## src/rtl/mem_port_arbiter.sv

```systemverilog
// Five-way memory port arbiter driving the IorD address mux; IDLE/ACCESS/DONE FSM, all outputs registered.
// Optional MEM_ARB_FAIRNESS_EN masks the last-served requester at the next arbitration.
module mem_port_arbiter #(
    parameter int unsigned WAIT_CYCLES = 2
) (
    input  logic       clk,
    input  logic       reset_n,
    input  logic [4:0] req,
    input  logic [4:0] we_req,
    output logic [4:0] grant,
    output logic [4:0] done,
    output logic [2:0] iord_sel,
    output logic       mem_wr,
    output logic       busy
);

    typedef enum logic [1:0] {IDLE, ACCESS, DONE} state_t;

    localparam logic [3:0] LAST_CNT = 4'(WAIT_CYCLES - 1);

    state_t     state_q, state_d;
    logic [3:0] cnt_q, cnt_d;
    logic [4:0] grant_q, grant_d;
    logic [4:0] done_q, done_d;
    logic [2:0] iord_sel_q, iord_sel_d;
    logic       mem_wr_q, mem_wr_d;
    logic       busy_q, busy_d;

    logic [4:0] cand;
    logic [4:0] win_oh;
    logic [2:0] win_idx;

`ifdef MEM_ARB_FAIRNESS_EN
    logic [4:0] mask_q, mask_d;
    logic [4:0] masked_req;

    // Fall back to the full request set when only the masked requester is asking.
    assign masked_req = req & ~mask_q;
    assign cand       = (masked_req != 5'd0) ? masked_req : req;
`else
    assign cand = req;
`endif

    // Fixed priority: the highest set index wins because it is visited last.
    always_comb begin
        win_oh  = '0;
        win_idx = '0;
        for (int i = 0; i < 5; i++) begin
            if (cand[i]) begin
                win_oh     = '0;
                win_oh[i]  = 1'b1;
                win_idx    = 3'(i);
            end
        end
    end

    always_comb begin
        state_d    = state_q;
        cnt_d      = cnt_q;
        grant_d    = grant_q;
        done_d     = '0;
        iord_sel_d = iord_sel_q;
        mem_wr_d   = 1'b0;
`ifdef MEM_ARB_FAIRNESS_EN
        mask_d     = mask_q;
`endif
        case (state_q)
            IDLE: begin
                grant_d = '0;
                if (req != 5'd0) begin
                    state_d    = ACCESS;
                    grant_d    = win_oh;
                    iord_sel_d = win_idx;
                    mem_wr_d   = |(we_req & win_oh);
                    cnt_d      = '0;
`ifdef MEM_ARB_FAIRNESS_EN
                    // The previous mask is consumed here and replaced by this winner.
                    mask_d     = win_oh;
`endif
                end
            end
            ACCESS: begin
                cnt_d = cnt_q + 4'd1;
                if (cnt_q == LAST_CNT) begin
                    state_d = DONE;
                    done_d  = grant_q;
                end
            end
            DONE: begin
                state_d = IDLE;
                grant_d = '0;
            end
            default: begin
                state_d = IDLE;
                grant_d = '0;
            end
        endcase
        busy_d = (state_d != IDLE);
    end

    always_ff @(posedge clk or negedge reset_n) begin
        if (!reset_n) begin
            state_q    <= IDLE;
            cnt_q      <= '0;
            grant_q    <= '0;
            done_q     <= '0;
            iord_sel_q <= '0;
            mem_wr_q   <= 1'b0;
            busy_q     <= 1'b0;
`ifdef MEM_ARB_FAIRNESS_EN
            mask_q     <= '0;
`endif
        end else begin
            state_q    <= state_d;
            cnt_q      <= cnt_d;
            grant_q    <= grant_d;
            done_q     <= done_d;
            iord_sel_q <= iord_sel_d;
            mem_wr_q   <= mem_wr_d;
            busy_q     <= busy_d;
`ifdef MEM_ARB_FAIRNESS_EN
            mask_q     <= mask_d;
`endif
        end
    end

    assign grant    = grant_q;
    assign done     = done_q;
    assign iord_sel = iord_sel_q;
    assign mem_wr   = mem_wr_q;
    assign busy     = busy_q;

endmodule

```

## config.mk

```make
export PLATFORM = sky130hd
export DESIGN_NAME = mem_port_arbiter
export DESIGN_NICKNAME = d
export VERILOG_FILES = /design/src/rtl/mem_port_arbiter.sv
export SDC_FILE = /design/constraint.sdc
export NUM_CORES = 1
export LEC_CHECK = 0
export ABC_AREA = 1
export CAP_MARGIN = 0
export CORE_MARGIN = 5
export CORE_UTILIZATION = 49
export DETAILED_ROUTE_END_ITERATION = 16
export HOLD_SLACK_MARGIN = 0.12
export PLACE_DENSITY = 0.87
export SETUP_SLACK_MARGIN = 0.3
export SYNTH_ARGS = -nofsm -noshare
export SYNTH_HDL_FRONTEND = slang
export SYNTH_SLANG_ARGS = --single-unit
```

## constraint.sdc

```tcl
create_clock -name clk -period 2.25 [get_ports clk]
set_clock_uncertainty 0.1 [all_clocks]
set_input_delay 0.3375 -clock clk [delete_from_list [all_inputs] [get_ports clk]]
set_output_delay 0.3375 -clock clk [all_outputs]
set_load 0.01 [all_outputs]
```

==> qor.yml, run 1 <==
die_x_um: 53.3
synth.area.mux_share_pct: 0
p_sw_share_pct: 39.3
path_delay_family: "buffers and inverters"
clkTransAtPathRegs_ns: 0.12
ir_worst_vdd_uv: 782
layout-area-overhead-vs-synth_pct: 34.7
top_layer_used: "met4"
worstHoldPathType: "input pin to asynchronous set/reset pin"
fillCellCount: 140
clockRootBuffer: "clkbuf_4"
wl_met1_um: 786
combPwrFrac_pct: 44.6
preCtsSetupSlack_ns: 0.577
seq_area_um2: 526
grt_pass1_wl_um: 3060
fin_util_pct: 70.2
gr-usage-all-layers_pct: 14.8
path_buf_inv: 1
min_period_ns: 1.67
worst_pin_slew_ns: 0.338
multi_input_area_um2: 327
cts_setup_buffers: 0
dr.pass1.iters: 4
p_leak_nw: 0.570
syn-num-nets: 110
clk_latency_ns: 0.30
die_h_um: 53.3
syn_area_per_cell_um2: 9.58
row_count: 15
outcome: "complete, no violations"
dieArea_um2: 2840
finalWorstSetupSlack_ns: 0.583
synth_cell_type_count: 21
fin_crit_sh_pct: 74.1
crit_path_end_kind: "output port"
slowest_stage: "clkdlybuf4s50_1"
grt_antenna_before_repair: 0
fin_setup_tns_ns: 0
drive_above_1_share_pct: 15.1
vias_per_cell: 4.93
ctsHoldBuffers: 0
yosysWarningCount: 0
critPathMaxFanout: 2
internal_power_mw: 0.828
path_cells: "clkdlybuf4s50_1"
cts_sinks: 21
drc: 0
clkPwrFrac_pct: 13.1
drtIter0Drc: 10
synth_xor_area_share_pct: 0.952
cts_max_path_buffers: 2
antenna_left: 0
wl_met3_um: 68
cts_buffers: 3
rsz0062_at_grt: "no"
placed_cell_area_um2: 1210
grt_start_max_net_pins: 22
final_net_count: 141
dp_cells: 147
wl_met2_um: 855
gp_congestion: 0.850
io_buffers: 26
cp-start-kind: "register"
yosys_register_bits: 21
post_cts_resized: 0
synth_top_family_by_area: "simple AND/OR/NAND/NOR gates"
num_vias: 744
initial_core_util_pct: 52.1
yosys.area_share.simple_pct: 24.5
syn_inst: 96
hpwl_um: 1390
synthAdderAreaFrac_pct: 2.72
core_area_um2: 1760
worstSetupPathType: "register to output port"
arrival_ns: 1.23
setup_viol: 0
fin_area_um2: 1240
maxCapViolations: 0
cts_tree: "built"
fin_cells: 151
slew_violations: 0
seqPwrFrac_pct: 42.3
num_io_pins: 27
power.density_nw_per_um2: 1100
hold_viol_final: 0
wirelength_um: 1750
htree_levels: 1
antenna_cells: 0
worstPathRequired_ns: 1.81
synth_compound_area_share_pct: 7.35
critPathMaxStageDelay_ns: 0.54
overflow: 0
relSlewSlack_pct: 77.4
p_sw_mw: 0.537
grt_pass1_vias: 751
yosysSeqAreaShare_pct: 57.1
power_mw: 1.36
fmax_mhz: 600
syn_area_um2: 920
whs_ns: 0.249
wl_per_cell_um: 11.6
[path summary, 6_finish.rpt]
kind | from | end | slack, ns | cells after the start
hold reg to reg | iord_sel[2]$_DFFE_PN0P_ | iord_sel[2]$_DFFE_PN0P_ | 0.40 | 2
min in group clk | iord_sel[2]$_DFFE_PN0P_ | iord_sel[2]$_DFFE_PN0P_ | 0.40 | 2
max in group asynchronous | reset_n | iord_sel[1]$_DFFE_PN0P_ | 1.59 | 2
setup / recovery | grant[3]$_DFFE_PN0N_ | grant[3] | 0.58 | 1
setup reg to reg | state_q[0]$_DFF_PN0_ | iord_sel[1]$_DFFE_PN0P_ | 0.99 | 4
hold / removal | reset_n | mem_wr$_DFF_PN0_ | 0.25 | 2
[synthesized netlist by cell type (all sizes together)]
cell type  number  area share [%]
o21ai           8             4.4
o31ai           1             1.4
a21oi           1            0.95
o22ai           1            0.68
inv            16             6.5
nor2           18             8.4
xor2            1            0.95
nand3          10             6.0
dfrtp          21              57
buf             1            0.82
ha              2             2.7
nand2          13             7.2
nor3            2             2.2
nand4           1            0.68
[layer usage]
| layer | track usage [%] | up-vias |
|---|---|---|
| li1 | - | 362 |
| met1 | 19.3 | 354 |
| met2 | 24.1 | 23 |
| met3 | 1.13 | 5 |
| met4 | 8.09 | 0 |
| met5 | 0 | - |
[worst register-to-register path: stages, from the launching register on]
cell and delay (ns):
dfrtp_1 0.42, nor2_2 0.31, nand2_4 0.14, nand2_1 0.11
o31ai_2 0.07
[state kept, by name, summed over array words and instances, names as in the netlist]
| name | cells |
|---|---|
| cnt_q | 4 |
| mem_wr | 1 |
| iord_sel | 3 |
| state_q | 2 |
| grant | 5 |
| done | 5 |
| busy | 1 |
[cell families (layout without fill, tap and decap cells)]
group,count (synthesis),after routing
simple gates,44,44
flops,21,21
buf+inv,17,47
compound gates,11,11
fa+ha+maj,2,2
xor+xnor,1,1
[final cells by class]
type	instances	share of cell area, %
inverters	16	4.85
clock inverters	1	0.404
repair buffers	27	21.6
multi-input cells	58	26.4
flip-flops and latches	21	42.4
clock buffers	3	1.82
well taps	25	2.53
[power by group through the flow]
stage	clock network [mW]	logic, mW	registers, mW
6_report	0.179	0.608	0.577
5_1_grt	0.203	0.684	0.592
4_1_cts	0.183	0.612	0.578
3_5_place_dp	0	0.610	0.585
3_3_place_gp	0	0.597	0.581
2_1_floorplan	0	0.347	0.609
[cells in the final DEF (no fill, tap or decap), types with 2 or more instances in the layout]
| cell | instances |
|---|---|
| nor3_2 | 2 |
| o21ai_1 | 4 |
| ha_1 | 2 |
| dfrtp_1 | 21 |
| clkdlybuf4s50_1 | 26 |
| clkbuf_4 | 3 |
| nand3_1 | 9 |
| inv_1 | 12 |
| o21ai_0 | 4 |
| nand2_4 | 2 |
| nand2_1 | 10 |
| nor2_1 | 16 |
| inv_2 | 4 |
Note: power is estimated with default switching activity, not from simulation.
==> run 2, diff against run 1 <==
--- a/config.mk
+++ b/config.mk
@@ -8,10 +8,10 @@
 export ABC_AREA = 1
 export CAP_MARGIN = 0
 export CORE_MARGIN = 5
-export CORE_UTILIZATION = 49
+export CORE_UTILIZATION = 45
 export DETAILED_ROUTE_END_ITERATION = 16
 export HOLD_SLACK_MARGIN = 0.12
-export PLACE_DENSITY = 0.87
+export PLACE_DENSITY = 0.82
 export SETUP_SLACK_MARGIN = 0.3
 export SYNTH_ARGS = -nofsm -noshare
 export SYNTH_HDL_FRONTEND = slang
==> constraint.sdc (replaced) <==
create_clock -name clk -period 1.7 [get_ports clk]
set_clock_uncertainty 0.1 [all_clocks]
set_input_delay 0.255 -clock clk [delete_from_list [all_inputs] [get_ports clk]]
set_output_delay 0.255 -clock clk [all_outputs]
set_load 0.01 [all_outputs]
==> run 2 against run 1 <==
  * Non-clock buffer count rose by 3
  * Final cell count up 3.3%
  * Combinational power up 27%
  * Clock-buffer cell count rose by 1
  * Worst hold slack worse by 0.070 ns
==> qor.yml, run 2 (same netlist as run 1, synthesis figures left out) <==
grt_pass1_wl_um: 3240
cts_tree: "built"
die_h_um: 55.2
dieArea_um2: 3050
critPathMaxFanout: 2
gp_congestion: 0.876
hold_viol_final: 0
clkPwrFrac_pct: 13.4
slew_violations: 0
num_io_pins: 27
p_sw_share_pct: 39.9
overflow: 0
fin_crit_sh_pct: 79.6
arrival_ns: 1.00
antenna_cells: 0
io_buffers: 26
fmax_mhz: 739
path_delay_family: "flip-flops"
finalWorstSetupSlack_ns: 0.347
grt_pass1_vias: 699
fin_setup_tns_ns: 0
preCtsSetupSlack_ns: 0.140
cts_buffers: 3
whs_ns: 0.179
r2r_cells: 5
drtIter0Drc: 11
path_cells: "dlygate4sd2_1"
row_count: 16
initial_core_util_pct: 46.9
layout-area-overhead-vs-synth_pct: 35.2
slowest_stage: "dfrtp_1"
worstPathRequired_ns: 1.34
ctsHoldBuffers: 0
ff2ff_setup_slack_ns: 0.44
rr_endpoint: "done[2]$_DFF_PN0_"
path_buf_inv: 1
worstSetupPathType: "register to output port"
vias_per_cell: 4.78
core_area_um2: 1960
critPathMaxStageDelay_ns: 0.41
worstHoldPathType: "input pin to asynchronous set/reset pin"
final_cell_mix: "21 x dfrtp_1, 16 x nor2_1, 15 x dlygate4sd2_1"
clockRootBuffer: "clkbuf_4"
internal_power_mw: 1.06
cp-start-kind: "register"
drive_above_1_share_pct: 16.3
cts_sinks: 21
relSlewSlack_pct: 78.3
setup_viol: 0
worst_pin_slew_ns: 0.324
p_sw_mw: 0.706
clk_latency_ns: 0.30
fin_util_pct: 63.4
wirelength_um: 1890
maxCapViolations: 0
die_x_um: 55.2
power.density_nw_per_um2: 1420
antenna_left: 0
crit_path_end_kind: "output port"
power_mw: 1.77
layout_commonest_cell: "dfrtp_1"
gr-usage-all-layers_pct: 13.7
seqPwrFrac_pct: 43.0
dr.pass1.iters: 4
clkTransAtPathRegs_ns: 0.11
wl_per_cell_um: 12.1
ir_worst_vdd_uv: 880
drc: 0
num_vias: 746
outcome: "complete, no violations"
grt_start_max_net_pins: 22
hpwl_um: 1450
rsz0062_at_grt: "no"
final_net_count: 144
min_period_ns: 1.35
grt_antenna_before_repair: 0
cts_max_path_buffers: 2
htree_levels: 1
crit-reg2reg-launch: "cnt_q[0]$_DFFE_PN0P_"
combPwrFrac_pct: 43.7
p_leak_nw: 0.638
==> run 2: cell types whose count changed in the layout (fill, tap and decap cells not counted), sizes merged <==
cell and change:
dlygate4sd2 +15, buf +3, clkbuf +1, clkdlybuf4s50 -15
clkinv -1
==> run 2: final cells by class <==
type,count,area (um2)
clock buffers,4,26.3
fillers,187,718
inverters,16,60.1
multi-input cells,58,327
flip-flops and latches,21,526
well taps,27,33.8
repair buffers,30,272
==> run 2: worst max-delay path by stage <==
stage / start / to / slack [ns] / cells past startpoint
after floorplan: state_q[0]$_DFF_PN0_ / cnt_q[1]$_DFFE_PN0P_ / 0.59 / 4
after global placement: req[4] / cnt_q[1]$_DFFE_PN0P_ / 0.14 / 6
after detailed placement: req[4] / cnt_q[1]$_DFFE_PN0P_ / 0.14 / 6
after CTS: grant[3]$_DFFE_PN0N_ / grant[3] / 0.32 / 1
after global routing: grant[2]$_DFFE_PN0N_ / grant[2] / 0.29 / 1
final: grant[3]$_DFFE_PN0N_ / grant[3] / 0.35 / 1
==> run 2: power by group through the flow <==
| stage | clock network [mW] | registers, mW | logic [mW] |
|---|---|---|---|
| after floorplan | 0 | 0.806 | 0.459 |
| after global placement | 0 | 0.767 | 0.792 |
| after detailed placement | 0 | 0.776 | 0.810 |
| after CTS | 0.255 | 0.763 | 0.748 |
| after global routing | 0.275 | 0.782 | 0.885 |
| final | 0.237 | 0.761 | 0.773 |
==> run 2: what timing repair did <==
action,4_1_cts,5_1_grt
gates cloned,0,0
resized for setup,15,0
endpoints found under the setup margin,15,3
endpoints found under the hold margin,0,0
setup buffers,0,3
==> run 2: metrics by stage <==
stage	instance area, um2	cells
final	1240	156
after global routing	1240	156
after CTS	1220	153
after detailed placement	1210	149
after global placement	1210	149
after floorplan	920	96
==> run 2: layer usage <==
layer / vias to the layer above / GRT usage (%) / share of wire, %
met5: - / 0 / 0
met4: 0 / 10.4 / 3.3
met3: 5 / 2.56 / 6.0
met2: 25 / 19.9 / 49
met1: 346 / 17.9 / 41
li1: 370 / - / -
